File: src/rtl/mmio_pkg.sv
// Shared types, constants and helpers for the MMIO bridge slice.
package mmio_pkg;

   typedef enum logic [1:0] {
      REG_NONE,
      REG_RAM,
      REG_LSIO
   } mmio_region_e;

   localparam logic [31:0] MMIO_UNMAPPED_DATA = 32'hdeadbeef;

   // Byte-lane patterns the slaves can honour; full-word writes must be word aligned.
   function automatic logic mmio_strb_legal(input logic [3:0] wstrb, input logic [1:0] addr_lo);
      logic legal;
      case (wstrb)
         4'b0000, 4'b0001, 4'b0010, 4'b0100,
         4'b1000, 4'b0011, 4'b1100: legal = 1'b1;
         4'b1111:                   legal = (addr_lo == 2'b00);
         default:                   legal = 1'b0;
      endcase
      return legal;
   endfunction

endpackage

File: src/rtl/mmio_rsp_hold.sv
// One-entry response skid register: captures rdata/err when the first
// response cycle stalls, clears on the response handshake.
module mmio_rsp_hold (
   input  logic        clk_i,
   input  logic        rstn_i,
   input  logic        capture_i,
   input  logic        clear_i,
   input  logic [31:0] rdata_i,
   input  logic        err_i,
   output logic        hold_valid_o,
   output logic [31:0] hold_rdata_o,
   output logic        hold_err_o
);
   import mmio_pkg::*;

   logic        valid_q, valid_d;
   logic [31:0] rdata_q, rdata_d;
   logic        err_q, err_d;

   always_comb begin
      valid_d = valid_q;
      rdata_d = rdata_q;
      err_d   = err_q;
      if (clear_i) begin
         valid_d = 1'b0;
      end else if (capture_i) begin
         valid_d = 1'b1;
         rdata_d = rdata_i;
         err_d   = err_i;
      end
   end

   always_ff @(posedge clk_i) begin
      if (!rstn_i) begin
         valid_q <= 1'b0;
         rdata_q <= '0;
         err_q   <= 1'b0;
      end else begin
         valid_q <= valid_d;
         rdata_q <= rdata_d;
         err_q   <= err_d;
      end
   end

   assign hold_valid_o = valid_q;
   assign hold_rdata_o = rdata_q;
   assign hold_err_o   = err_q;

endmodule

File: src/rtl/mmio_bridge.sv
// CPU valid/ready data port to single-cycle RAM/LSIO slave bus bridge.
// Optional MMIO_BUS_ERR_EN: error responses for unmapped and misaligned accesses.
module mmio_bridge #(
   parameter logic [31:0] RAM_BASE       = 32'h0000_0000,
   parameter int unsigned RAM_SIZE_LOG2  = 14,
   parameter logic [31:0] LSIO_BASE      = 32'h1000_0000,
   parameter int unsigned LSIO_SIZE_LOG2 = 6
) (
   input  logic        clk_i,
   input  logic        rstn_i,
   input  logic        req_valid_i,
   output logic        req_ready_o,
   input  logic [31:0] req_addr_i,
   input  logic [3:0]  req_wstrb_i,
   input  logic [31:0] req_wdata_i,
   output logic        rsp_valid_o,
   input  logic        rsp_ready_i,
   output logic [31:0] rsp_rdata_o,
   output logic        rsp_err_o,
   output logic        ram_enable_o,
   output logic        lsio_enable_o,
   output logic [3:0]  bus_wstrb_o,
   output logic [31:0] bus_addr_o,
   output logic [31:0] bus_addr_prev_o,
   output logic [31:0] bus_wvalue_o,
   input  logic [31:0] ram_rvalue_i,
   input  logic [31:0] lsio_rvalue_i
);
   import mmio_pkg::*;

   logic         accept;
   logic         ram_hit, lsio_hit, strb_ok;
   logic         req_err;
   mmio_region_e req_region;

   logic         rsp_valid_q, rsp_valid_d;
   logic [31:0]  addr_prev_q, addr_prev_d;
   mmio_region_e last_region_q, last_region_d;
   logic         last_is_read_q, last_is_read_d;
   logic         last_err_q, last_err_d;

   logic [31:0]  rdata_mux;
   logic         hold_valid, hold_err;
   logic [31:0]  hold_rdata;

   assign ram_hit  = (req_addr_i >> RAM_SIZE_LOG2) == (RAM_BASE >> RAM_SIZE_LOG2);
   assign lsio_hit = (req_addr_i >> LSIO_SIZE_LOG2) == (LSIO_BASE >> LSIO_SIZE_LOG2);

`ifdef MMIO_BUS_ERR_EN
   assign strb_ok = mmio_strb_legal(req_wstrb_i, req_addr_i[1:0]);
`else
   assign strb_ok = 1'b1;
`endif

   always_comb begin
      req_region = REG_NONE;
      if (strb_ok && ram_hit)       req_region = REG_RAM;
      else if (strb_ok && lsio_hit) req_region = REG_LSIO;
   end

`ifdef MMIO_BUS_ERR_EN
   assign req_err = (req_region == REG_NONE);
`else
   assign req_err = 1'b0;
`endif

   // Gating with rstn_i keeps slave enables quiet while reset is held.
   assign req_ready_o   = !rsp_valid_q || rsp_ready_i;
   assign accept        = rstn_i && req_valid_i && req_ready_o;
   assign ram_enable_o  = accept && (req_region == REG_RAM);
   assign lsio_enable_o = accept && (req_region == REG_LSIO);

   assign bus_addr_o      = req_addr_i;
   assign bus_wstrb_o     = req_wstrb_i;
   assign bus_wvalue_o    = req_wdata_i;
   assign bus_addr_prev_o = addr_prev_q;

   always_comb begin
      rsp_valid_d    = rsp_valid_q;
      addr_prev_d    = addr_prev_q;
      last_region_d  = last_region_q;
      last_is_read_d = last_is_read_q;
      last_err_d     = last_err_q;
      if (accept) begin
         rsp_valid_d    = 1'b1;
         addr_prev_d    = req_addr_i;
         last_region_d  = req_region;
         last_is_read_d = (req_wstrb_i == 4'b0000);
         last_err_d     = req_err;
      end else if (rsp_ready_i) begin
         rsp_valid_d = 1'b0;
      end
   end

   always_ff @(posedge clk_i) begin
      if (!rstn_i) begin
         rsp_valid_q    <= 1'b0;
         addr_prev_q    <= '0;
         last_region_q  <= REG_NONE;
         last_is_read_q <= 1'b0;
         last_err_q     <= 1'b0;
      end else begin
         rsp_valid_q    <= rsp_valid_d;
         addr_prev_q    <= addr_prev_d;
         last_region_q  <= last_region_d;
         last_is_read_q <= last_is_read_d;
         last_err_q     <= last_err_d;
      end
   end

   always_comb begin
      rdata_mux = MMIO_UNMAPPED_DATA;
      case (last_region_q)
         REG_RAM:  rdata_mux = ram_rvalue_i;
         REG_LSIO: rdata_mux = lsio_rvalue_i;
         default:  rdata_mux = MMIO_UNMAPPED_DATA;
      endcase
      if (!last_is_read_q)  rdata_mux = '0;
      else if (last_err_q)  rdata_mux = MMIO_UNMAPPED_DATA;
   end

   // Live slave data is only trustworthy in the first response cycle; a stall freezes it here.
   mmio_rsp_hold u_hold (
      .clk_i        (clk_i),
      .rstn_i       (rstn_i),
      .capture_i    (rsp_valid_q && !rsp_ready_i && !hold_valid),
      .clear_i      (rsp_valid_q && rsp_ready_i),
      .rdata_i      (rdata_mux),
      .err_i        (last_err_q),
      .hold_valid_o (hold_valid),
      .hold_rdata_o (hold_rdata),
      .hold_err_o   (hold_err)
   );

   assign rsp_valid_o = rsp_valid_q;
   assign rsp_rdata_o = hold_valid ? hold_rdata : rdata_mux;
   assign rsp_err_o   = hold_valid ? hold_err : last_err_q;

endmodule

File: config.mk
export PLATFORM = sky130hd
export DESIGN_NAME = mmio_bridge
export DESIGN_NICKNAME = d
export VERILOG_FILES = /design/src/rtl/mmio_pkg.sv /design/src/rtl/mmio_rsp_hold.sv /design/src/rtl/mmio_bridge.sv
export SDC_FILE = /design/constraint.sdc
export NUM_CORES = 1
export LEC_CHECK = 0
export ABC_AREA = 1
export ABC_CLOCK_PERIOD_IN_PS = 1400
export CORE_MARGIN = 2
export CORE_UTILIZATION = 30
export CTS_CLUSTER_SIZE = 20
export DETAILED_ROUTE_END_ITERATION = 8
export PLACE_DENSITY = 0.7
export SLEW_MARGIN = 5
export SYNTH_ARGS = -nofsm -noshare
export SYNTH_HDL_FRONTEND = slang
export SYNTH_HIERARCHICAL = 1
export SYNTH_SLANG_ARGS = --single-unit
File: constraint.sdc
create_clock -name clk_i -period 1.4 [get_ports clk_i]
set_input_delay 0.14 -clock clk_i [delete_from_list [all_inputs] [get_ports clk_i]]
set_output_delay 0.14 -clock clk_i [all_outputs]
set_load 0.01 [all_outputs]
==> summary.txt <==
fraction of post-synthesis cell area in the top cell type by area = 0.3157
internal reg-to-reg setup slack = -300 ps
post-detailed-route count of antenna-violating nets = 0
post-synth cell types = 24
clock buffers created by TritonCTS = 9
violated checks = setup timing
status = complete, but fails checks
synthesized netlist cell count = 728
number of hold buffers added after cts = 0
adder-cell share of the synthesized area = 0.005637
Worst Min Path Start = rstn_i
mean cell area of the mapped netlist = 6.098 um2
Register-to-Register Path Depth = 14
type of destination of the critical path = output port
Post-Place Cell Area = 6608 um2
Worst Max-Slew Pin Slew = 537.0 ps
YS warnings = 6
min-delay worst type = in -> reg
final RePlAce weighted congestion = 0.7925
maximum clock insertion buffer count = 2
I/O pin total = 273
portion of netlist area occupied by mux cells = 0
met1 track demand over resource = 0.2146
worst vdd ir = 0.4278 mV
via count = 5169
met2 track demand over resource = 0.3294
total track usage = 0.1880
startpoint-to-endpoint class of the critical path = reg -> out
standard-cell rows = 44
Final Cell Area = 7686 um2
Critical Path Sink = rsp_rdata_o[13]
routed wire length per instance = 13.98 um
setup clock skew after layout = 3.656 ps
Synth Area in XOR/XNOR = 0
library cell with the largest summed area after synthesis = sky130_fd_sc_hd__dfxtp_1
synthesized cell area = 4439 um2
antenna violations before repair = 1
setup repair after global routing missed its margin = true
final total power = 5.413 mW
CTS tree = done
half-perimeter wire length after detailed placement = 10390 um
max-slew headroom at the worst pin = 0.6420
data arrival time of the critical path = 1650 ps
die width = 125.6 um
final routed DRC violation total = 0
power density over the cells = 704.3 nW/um2
Filler Cell Count = 1443
Worst Setup Slack post-DPL = -633.2 ps
number of global-route vias before repair = 4871
leakage power = 3.453 nW
final cycle utilization of the critical path = 1.278
slowest cell delay on critical path = 340 ps
Antenna diodes = 0
reg2reg end = u_hold/hold_rdata_o[28]
Starting DRT DRC Count = 254
Post-Synth Simple-Gate Area = 0.3582
net count of the finished layout = 1096
setup TNS after final layout = -13950 ps
area fraction in compound gates after synthesis = 0.08033
largest family of logic cells by synthesized area = simple AND/OR/NAND/NOR gates
Placed Cells = 1081
fraction of final layout cells with drive strength greater than 1 = 0.2669
Final Non-Filler Cells = 1147
sum of routed wire length over all layers = 16040 um
clock slew at reported path FFs = 60 ps
effective utilization at floorplan = 0.3066
largest net degree at the start of global routing = 50
count of endpoints failing setup in the final report = 60
Synth Net Count = 866
leading cell type in the layout, fill and taps excluded = sky130_fd_sc_hd__nand2_1
cell-by-cell trace of the critical path = inv_2 -> ha_4 -> inv_8 -> clkbuf_16 -> nand3_2 -> nand2_2 -> o21ai_1 -> buf_2
final global-route overflow total = 0
full die area = 15790 um2
most used cells in the layout excluding fill and tap cells = 202 x sky130_fd_sc_hd__nand2_1, 133 x sky130_fd_sc_hd__clkdlybuf4s50_1, 90 x sky130_fd_sc_hd__buf_4, 75 x sky130_fd_sc_hd__nor2_1, 73 x sky130_fd_sc_hd__inv_1
register bit total from synthesis = 70
Synth-to-Final Area Change = 73.14%
Final Critical Period = 1789 ps
Worst-Skew Late Latency = 320 ps
portion of the post-synthesis area used by sequential elements = 0.3157
die outline height = 125.6 um
global-route met3 utilization = 0.06117
number of failing hold endpoints at the final stage = 0
MaxCap Viol Count = 0
startpoint of the most critical register-to-register path = last_region_q[0]
Pre-antenna DRT Iters = 5
Core Region = 14480 um2
average vias per placed instance = 4.507
global-route wire length before repair = 24000 um
number of H-tree levels = 3
critical-path maximum fanout = 6
cell at the root of the clock tree = sky130_fd_sc_hd__clkbuf_16
Slew Viols, Final = 0
clk sinks = 70
critical path's slowest cell = sky130_fd_sc_hd__dfxtp_2
layer with the highest usage after global routing = met2
Fmax = 559.1 MHz
required time of the critical path = 1260 ps
number of port buffers = 208
setup slack of the critical path after layout = -388.6 ps
launching element type of the critical path = flop
critical path startpoint = last_region_q[0]
main area contributors after synthesis = sky130_fd_sc_hd__dfxtp_1 32%, sky130_fd_sc_hd__nand2_1 19%, sky130_fd_sc_hd__buf_4 12%, sky130_fd_sc_hd__nand3_1 8.7%, sky130_fd_sc_hd__inv_1 7.0%
==> worst min path at each step <==
stage / slack, ps / to / cells after the start
after global placement: 280 / bus_wvalue_o[11] / 0
after CTS: 210 / rsp_valid_o / 4
final: 210 / rsp_valid_o / 4
after floorplan: 250 / bus_addr_prev_o[0] / 2
after global routing: 240 / rsp_valid_o / 4
after detailed placement: 280 / bus_wvalue_o[11] / 0
==> per-layer routing <==
metal  routed length, um  part of all wire
met1                6436              0.40
met2                7858              0.49
met3                1413             0.088
met4                 320             0.020
met5                  11           0.00069
==> critical path, delay by kind of cell, from the launching register on <==
kind | cells | cell delay [ps]
simple gates | 2 | 140
compound gates | 1 | 130
flops | 1 | 340
fa+ha+maj | 1 | 280
buf+inv | 4 | 430
==> cell type report <==
class / instances / area [um2] / share of cell area
inverter: 85 / 326.6 / 0.04249
clock buffer: 12 / 246.5 / 0.03207
timing repair buffer: 328 / 3114 / 0.4052
clock inverter: 4 / 22.52 / 0.002930
tap: 184 / 230.2 / 0.02995
multi-input combinational: 464 / 2332 / 0.3034
sequential: 70 / 1414 / 0.1839
==> per-stage QoR <==
| stage | hold WS, ps | util |
|---|---|---|
| 6_report | 213.8 | 0.5309 |
| 5_1_grt | 240.6 | 0.5309 |
| 4_1_cts | 205.2 | 0.5042 |
| 3_5_place_dp | 280.1 | 0.4564 |
| 3_3_place_gp | 280.1 | 0.4564 |
| 2_1_floorplan | 252.7 | - |
==> cells in the mapped netlist <==
cell                       count
sky130_fd_sc_hd__inv_1        83
sky130_fd_sc_hd__buf_2        16
sky130_fd_sc_hd__ha_1          2
sky130_fd_sc_hd__nand2_1     227
sky130_fd_sc_hd__a21oi_1      11
sky130_fd_sc_hd__nor3_1        1
sky130_fd_sc_hd__clkbuf_1     10
sky130_fd_sc_hd__buf_1         4
sky130_fd_sc_hd__nor4_1        1
sky130_fd_sc_hd__buf_4        71
sky130_fd_sc_hd__clkbuf_2      2
sky130_fd_sc_hd__inv_2         2
sky130_fd_sc_hd__o21ai_0      56
sky130_fd_sc_hd__buf_6         6
sky130_fd_sc_hd__or2_2         1
sky130_fd_sc_hd__a21oi_4       1
sky130_fd_sc_hd__nor2_1       82
sky130_fd_sc_hd__dfxtp_1      70
sky130_fd_sc_hd__nor2_4        1
sky130_fd_sc_hd__nand3_1      77
sky130_fd_sc_hd__o21ai_1       1
sky130_fd_sc_hd__conb_1        1
sky130_fd_sc_hd__nand2_2       1
sky130_fd_sc_hd__nand3_2       1
==> where the power goes <==
group	internal (mW)	leakage (nW)	switching, mW
Clock	1.24	0.132	0.826
Combinational	0.687	2.74	0.505
Sequential	2.10	0.576	0.0564
==> registers in the layout, summed over array words and instances, names as in the netlist <==
name                 cells
last_is_read_q           1
u_hold/hold_err_o        1
last_region_q            2
rsp_valid_o              1
bus_addr_prev_o         32
u_hold/hold_valid_o      1
u_hold/hold_rdata_o     32
==> timing repair <==
| item | 4_1_cts | 5_1_grt |
|---|---|---|
| buffers inserted | 33 | 12 |
| setup endpoints to repair | 88 | 76 |
| gates resized for setup | 245 | 74 |
| gates cloned | 5 | 4 |
| pin swaps | 21 | 32 |
==> kinds of logic (layout without fill, tap and decap cells) <==
logic type	after synthesis	after routing
AOI/OAI and AO/OA	69	69
adders and majority gates	2	2
buffers and inverters	194	429
DFF	70	70
other	1	1
and+or+nand+nor	392	392
No activity file was read; power rests on OpenSTA's default activity.
